==> src/rtl/dm_run_arbiter.sv <==
// Run controller and single-port data-memory arbiter between the core dm port and a host port.
// Optional HOST_INTERLEAVE_EN: host accesses slip into idle core cycles during START/RUN.
module dm_run_arbiter #(
    parameter int ADDR_WIDTH = 8,
    parameter int DATA_WIDTH = 16,
    parameter int CNT_WIDTH  = 16
) (
    input  logic                  clk,
    input  logic                  rst,
    input  logic                  cmd_start,
    input  logic                  cmd_clear,
    output logic                  busy,
    output logic                  done,
    output logic [CNT_WIDTH-1:0]  run_cycles,
    output logic                  core_start,
    input  logic                  core_stop,
    input  logic                  core_rd,
    input  logic                  core_wr,
    input  logic [ADDR_WIDTH-1:0] core_addr,
    input  logic [DATA_WIDTH-1:0] core_w_data,
    output logic [DATA_WIDTH-1:0] core_r_data,
    input  logic                  host_req,
    input  logic                  host_we,
    input  logic [ADDR_WIDTH-1:0] host_addr,
    input  logic [DATA_WIDTH-1:0] host_wdata,
    output logic                  host_ack,
    output logic                  host_rvalid,
    output logic [DATA_WIDTH-1:0] host_rdata,
    output logic                  mem_rd,
    output logic                  mem_wr,
    output logic [ADDR_WIDTH-1:0] mem_addr,
    output logic [DATA_WIDTH-1:0] mem_w_data,
    input  logic [DATA_WIDTH-1:0] mem_r_data
);

    typedef enum logic [1:0] {
        IDLE  = 2'd0,
        START = 2'd1,
        RUN   = 2'd2,
        DONE  = 2'd3
    } state_t;

    localparam logic [CNT_WIDTH-1:0] CNT_ONE = CNT_WIDTH'(1);

    state_t state;
    logic   rd_pend;
    logic   core_own;
    logic   host_grant;

    assign core_own = (state == START) || (state == RUN);

`ifdef HOST_INTERLEAVE_EN
    assign host_grant = host_req && (!core_own || (!core_rd && !core_wr));
`else
    assign host_grant = host_req && !core_own;
`endif

    // Gated by rst so every output except the read pass-through is 0 in reset.
    assign host_ack    = rst && host_grant;
    assign host_rvalid = rd_pend;
    assign host_rdata  = rd_pend ? mem_r_data : '0;
    assign core_r_data = mem_r_data;

    always_comb begin
        mem_rd     = 1'b0;
        mem_wr     = 1'b0;
        mem_addr   = '0;
        mem_w_data = '0;
        if (host_ack) begin
            mem_rd     = !host_we;
            mem_wr     = host_we;
            mem_addr   = host_addr;
            mem_w_data = host_wdata;
        end else if (rst && core_own) begin
            // A simultaneous core rd+wr performs only the write.
            mem_rd     = core_rd && !core_wr;
            mem_wr     = core_wr;
            mem_addr   = core_addr;
            mem_w_data = core_w_data;
        end
    end

    always_ff @(posedge clk or negedge rst) begin
        if (!rst) begin
            state      <= IDLE;
            busy       <= 1'b0;
            done       <= 1'b0;
            core_start <= 1'b0;
            run_cycles <= '0;
            rd_pend    <= 1'b0;
        end else begin
            rd_pend <= host_ack && !host_we;
            case (state)
                IDLE: begin
                    if (cmd_start) begin
                        state      <= START;
                        busy       <= 1'b1;
                        core_start <= 1'b1;
                        run_cycles <= '0;
                    end
                end
                START: begin
                    state      <= RUN;
                    core_start <= 1'b0;
                end
                RUN: begin
                    if (run_cycles != '1)
                        run_cycles <= run_cycles + CNT_ONE;
                    if (core_stop) begin
                        state <= DONE;
                        busy  <= 1'b0;
                        done  <= 1'b1;
                    end
                end
                DONE: begin
                    if (cmd_start) begin
                        state      <= START;
                        busy       <= 1'b1;
                        done       <= 1'b0;
                        core_start <= 1'b1;
                        run_cycles <= '0;
                    end else if (cmd_clear) begin
                        state <= IDLE;
                        done  <= 1'b0;
                    end
                end
                default: begin
                    state      <= IDLE;
                    busy       <= 1'b0;
                    done       <= 1'b0;
                    core_start <= 1'b0;
                end
            endcase
        end
    end

endmodule

==> config.mk <==
export PLATFORM = sky130hd
export DESIGN_NAME = dm_run_arbiter
export DESIGN_NICKNAME = d
export VERILOG_FILES = /design/src/rtl/dm_run_arbiter.sv
export SDC_FILE = /design/constraint.sdc
export NUM_CORES = 1
export LEC_CHECK = 0
export CAP_MARGIN = 20
export CORE_UTILIZATION = 29
export CTS_CLUSTER_DIAMETER = 80
export DETAILED_ROUTE_END_ITERATION = 8
export PLACE_DENSITY_LB_ADDON = 0.1
export SETUP_SLACK_MARGIN = 0.4
export SYNTH_ARGS = -nofsm -noshare
export SYNTH_HDL_FRONTEND = slang
export SYNTH_SLANG_ARGS = --single-unit
==> constraint.sdc <==
create_clock -name clk -period 2.3 [get_ports clk]
set_clock_uncertainty 0.15 [all_clocks]
set_input_delay 0.575 -clock clk [delete_from_list [all_inputs] [get_ports clk]]
set_output_delay 0.575 -clock clk [all_outputs]
set_load 0.01 [all_outputs]
* After elaboration in Yosys (flattened, before gate mapping)
Cells that the tools add are included.
** Word-level totals
- Word-level logic and storage cells :: 60
- Flip-flop bits (word level) :: 22
- RAM bits :: 0
- Bits in latches :: 0
- Bits in read-only memories :: 0
- Memories :: 0
** Operators by class
- Muxes and demuxes :: 25
- Bitwise gates (word level) :: 0
- $add $sub $neg :: 1
- Divide/modulo/power cells :: 0
- Reduce and logical (&&, ||, !) cells :: 19
- Equality and inequality tests :: 9
- Shift operators :: 0
- Magnitude comparators :: 0
- Multiply operators :: 0
** Operator list (number)
- 16-bit 2-to-1 mux :: 5
- 16-bit one-hot mux with 2 select lines :: 1
- 16-bit by 1-bit adder with 16-bit output, second input constant :: 1
- 8-bit 2-to-1 mux :: 2
- 16-bit inequality test, second input constant :: 1
- 3-bit AND reduction :: 4
- 1-bit 2-to-1 mux :: 9
- 2-bit 2-to-1 mux :: 4
- 2-bit one-hot mux with 4 select lines :: 1
- 1-bit one-hot mux with 2 select lines :: 3
- 2-bit nonzero test :: 3
- 1-bit logical AND :: 5
- 2-bit equality test, second input constant :: 2
- 2-bit by 1-bit inequality test with 1-bit output, second input constant :: 2
- 2-bit inequality test, second input constant :: 2
- 1-bit logical NOT :: 3
- 3-bit inequality test, second input constant :: 1
- 2-bit by 1-bit equality test with 1-bit output, second input constant :: 1
- 2-bit logical NOT :: 1
- 2-bit AND reduction :: 1
- 2-bit OR reduction :: 1
- 1-bit logical OR :: 1

* Depth between registers and ports, before layout
- Word-level depth :: 6
- Mapped depth :: 9
- Depth with buffers taken out :: 6

* Worst setup path before layout
OpenSTA, ideal clock, no wires.
- Kind :: register to output
- From :: register state[0]
- To :: output mem_addr[0]
- Arrival :: 1.790 ns
- Path buffers :: 2
- Required time :: 1.575 ns
- Cell stages (with the launch flop) :: 7
- Slack :: -0.215 ns
- Cell sequence :: dfrtp_1 inv_1 ha_1 buf_2 nor2_1 clkbuf_1 a22o_1
** Between the ends
- Cells in the longest elaborated chain, start to end :: 6
- Elaborated cells on any way between the ends :: 9
- Those cells by class :: 2 x eq/ne; 2 x mux; 5 x reduce/logical
** Ends and longest elaborated chain
- from (decl) :: RTL line 45 : state_t state;
- from (signal assigned) :: RTL line 85 : state <= IDLE;
- from (signal assigned) :: RTL line 96 : state <= START;
- from (signal assigned) :: RTL line 103 : state <= RUN;
- 2-bit by 1-bit equality test with 1-bit output or 2-bit equality test (tied branches) :: RTL line 50 : assign core_own = (state == START) || (state == RUN);
- 1-bit logical OR (*) :: RTL line 50
- 1-bit logical NOT (*) :: RTL line 55 : assign host_grant = host_req && !core_own;
- 1-bit logical AND (*) :: RTL line 55
- 1-bit logical AND (*) :: RTL line 59 : assign host_ack = rst && host_grant;
- named net host_ack :: RTL line 26 : output logic host_ack,
- 8-bit 2-to-1 mux (*) :: RTL line 69 : if (host_ack) begin
- to (decl) :: RTL line 31 : output logic [ADDR_WIDTH-1:0] mem_addr,
Mark *: on every way through the listed nets, which the timed path passes. The rest lies on a longest branch.

* Worst setup path in the final report
- From :: register state[1]
- To :: output mem_addr[7]
** Between the ends
- Cells in the longest elaborated chain, start to end :: 6
- Elaborated cells on any way between the ends :: 9
- Those cells by class :: 2 x eq/ne; 2 x mux; 5 x reduce/logical
** Ends and longest elaborated chain (RTL line)
- 2-bit by 1-bit equality test with 1-bit output or 2-bit equality test (tied branches) :: 50
- 1-bit logical OR (*) :: 50
- 1-bit logical NOT :: 55
- 1-bit logical AND :: 55
- 1-bit logical AND :: 59
- 8-bit 2-to-1 mux (*) :: 69
Every way passes the cells marked *; elsewhere a longest branch is shown, timed or not.

==> flow_summary.json <==
{
  "final-hold-violation-count": 0,
  "clockBufferDepth": 2,
  "seq_area_frac_synth_pct": 30.9,
  "netlist-cell-type-count": 41,
  "port_buffers": 151,
  "routed_wl_mm": 7.22,
  "cp.arrival_ps": 1700,
  "grt.total_usage_pct": 21.6,
  "synth_edf_count": 0,
  "synthFlopType": "dfrtp_1",
  "drc": 0,
  "htreeDepth": 1,
  "vias_per_cell": 4.94,
  "drt_first_pass_iters": 4,
  "overflow": 0,
  "drt_iter0_drc": 58,
  "setup_violations": 26,
  "ir_drop_mv": 0.763,
  "area_growth_pct": 100,
  "die_y_um": 80.3,
  "netlist.area_leader.share_pct": 30.9,
  "diodes": 0,
  "root_buffer": "clkbuf_8",
  "hpwl_mm": 5.00,
  "ios": 152,
  "yosys-top-cells-area": "dfrtp_1, a22o_1, buf_4",
  "cts.sinks": 22,
  "place_ws_ps": -757,
  "yosysWarningCount": 0,
  "regArea_um2": 559,
  "mostFrequentLayoutCells": "clkdlybuf4s50_1, dlygate4sd2_1, buf_2",
  "grt_pass1_vias": 2070,
  "outcome": "complete, but fails checks",
  "cts_made_buffers": 3,
  "clk_latency_ps": 260,
  "powerDensity_mw_per_mm2": 875,
  "die_area_mm2": 0.00645,
  "worst_ep_required_time_ps": 1570,
  "violations": "setup timing",
  "nNetsFinal": 455,
  "antenna_found_initial": 0,
  "place_congestion": 0.781,
  "post-route-period-util_pct": 105,
  "gr-max-usage-layer": "met2",
  "routed-via-count": 2224,
  "period_minus_slack_ps": 2420,
  "clkTransAtPathRegs_ps": 80,
  "final_common_cell": "clkdlybuf4s50_1",
  "syn-cell-area_mm2": 0.00178,
  "place_inst": 414,
  "grt_pass1_wl_mm": 10.7,
  "start_util_pct": 30.1,
  "grtUsageMet2_pct": 39.7,
  "postSynth.asyncResetShare_pct": 100,
  "final_max_slew_viol_count": 0,
  "placementRows": 28,
  "cpPeakStageDelay_ps": 400,
  "worstPathMaxFanout": 7,
  "avgRoutedWirePerCell_um": 16.0,
  "worst_pin_slew_ps": 291,
  "cp-end-kind": "primary output",
  "layout.cells.non_filler": 450,
  "cts_tree": "built",
  "die-width_um": 80.3,
  "critical_path_class": "reg -> out",
  "gr-usage-met3_pct": 3.86,
  "start_kind": "flop",
  "ctsHoldBuffers": 0,
  "ys_ff_latch": 22,
  "syn_inst": 201,
  "globalRouteMet1Util_pct": 25.2,
  "rsz0062_at_grt": "yes",
  "grt_max_degree": 24,
  "core_area_mm2": 0.00592,
  "slew-limit-headroom_pct": 80.6,
  "nFillCells": 540,
  "fin_util_pct": 60.1,
  "finalInstanceArea_mm2": 0.00356,
  "syn-num-nets": 280,
  "antenna_left": 0,
  "avgSynthCellArea_um2": 8.85,
  "layout-drive-gt1-share_pct": 33.1,
  "leakage_uw": 0.00188,
  "cp_slowest_cell": "dfrtp_1",
  "yosys.area.top_type": "dfrtp_1",
  "placed_area_mm2": 0.00335,
  "worst_slack_ps": -121,
  "hold_path_class": "in -> async",
  "multi_input_area_mm2": 0.00110,
  "fmax_ghz": 0.413,
  "maxCapViolCount": 0,
  "crit_chain": "inv_2 > ha_4 > buf_6 > buf_12 > and2_4 > a22o_1 > buf_2"
}
-- registers in the layout, indices dropped and copies added (netlist names) --
name	cells
run_cycles	16
state	2
busy	1
core_start	1
done	1
host_rvalid	1
-- area by class of cell --
type / count / area share, %
Timing Repair Buffer: 196 / 48.5
Multi-Input combinational cell: 147 / 30.9
Sequential cell: 22 / 15.7
Tap cell: 75 / 2.64
Clock buffer: 4 / 1.55
Inverter: 6 / 0.633
-- critical path: cells and delay by family, from the launching register on --
kind,cells,cell delay (ps)
AOI/OAI and AO/OA,1,190
adders and majority gates,1,220
DFF,1,400
and+or+nand+nor,1,160
buffers and inverters,4,460
-- logic make-up after synthesis --
group / after synthesis / synth area share (%)
multiplexers: 7 / 4.43
buffers and inverters: 34 / 11.3
adder cells (fa/ha/maj): 6 / 4.22
flip-flops: 22 / 30.9
AO/OA/AOI/OAI: 60 / 26.1
AND/OR/NAND/NOR: 72 / 23.1
-- metal layers --
metal | vias to the layer above | share of wire, %
met5 | - | 0
met2 | 78 | 52
met1 | 1063 | 40
li1 | 1073 | -
met4 | 0 | 1.3
met3 | 10 | 6.6
-- worst paths after layout --
check	from	to	slack [ps]	depth (start not counted)
setup reg to reg	state[1]	run_cycles[9]	160	7
min in group clk	busy	busy	360	2
hold / removal	rst	run_cycles[4]	210	2
max in group asynchronous	rst	run_cycles[8]	1550	2
setup / recovery	state[1]	mem_addr[7]	-120	7
hold reg to reg	busy	busy	360	2
-- synthesized netlist by cell type (3+ instances only) --
| cell | number |
|---|---|
| and2_1 | 17 |
| clkbuf_1 | 8 |
| inv_1 | 6 |
| and3_1 | 3 |
| ha_1 | 6 |
| nand2_1 | 16 |
| dfrtp_1 | 22 |
| o21ai_0 | 7 |
| mux2_2 | 4 |
| nand3_1 | 6 |
| nor2_1 | 9 |
| a22o_1 | 36 |
| or4_1 | 3 |
| a21oi_1 | 4 |
| o21ai_1 | 3 |
| nor3_1 | 4 |
| mux2_1 | 3 |
| buf_4 | 17 |
| o21bai_1 | 3 |
-- power breakdown --
part	switching [µW]	internal, µW
registers	67.9	476
logic	1100	1190
clock network	131	153
-- through the flow --
stage               total power, µW  hold WS [ps]  setup TNS (ps)
CTS                            3050           215           -1830
finish                         3110           214           -1850
floorplan                      1700           129               0
detailed placement             2590           349          -22280
global route                   3320           226           -3230
global placement               2580           342          -21320
-- repair_timing --
action                                  CTS  global route
pin swaps                                24             3
setup buffers                            26             1
resized for setup                       244            21
endpoints found under the setup margin   94            56
cloned                                    5             0
No activity file was read; power rests on OpenSTA's default activity.
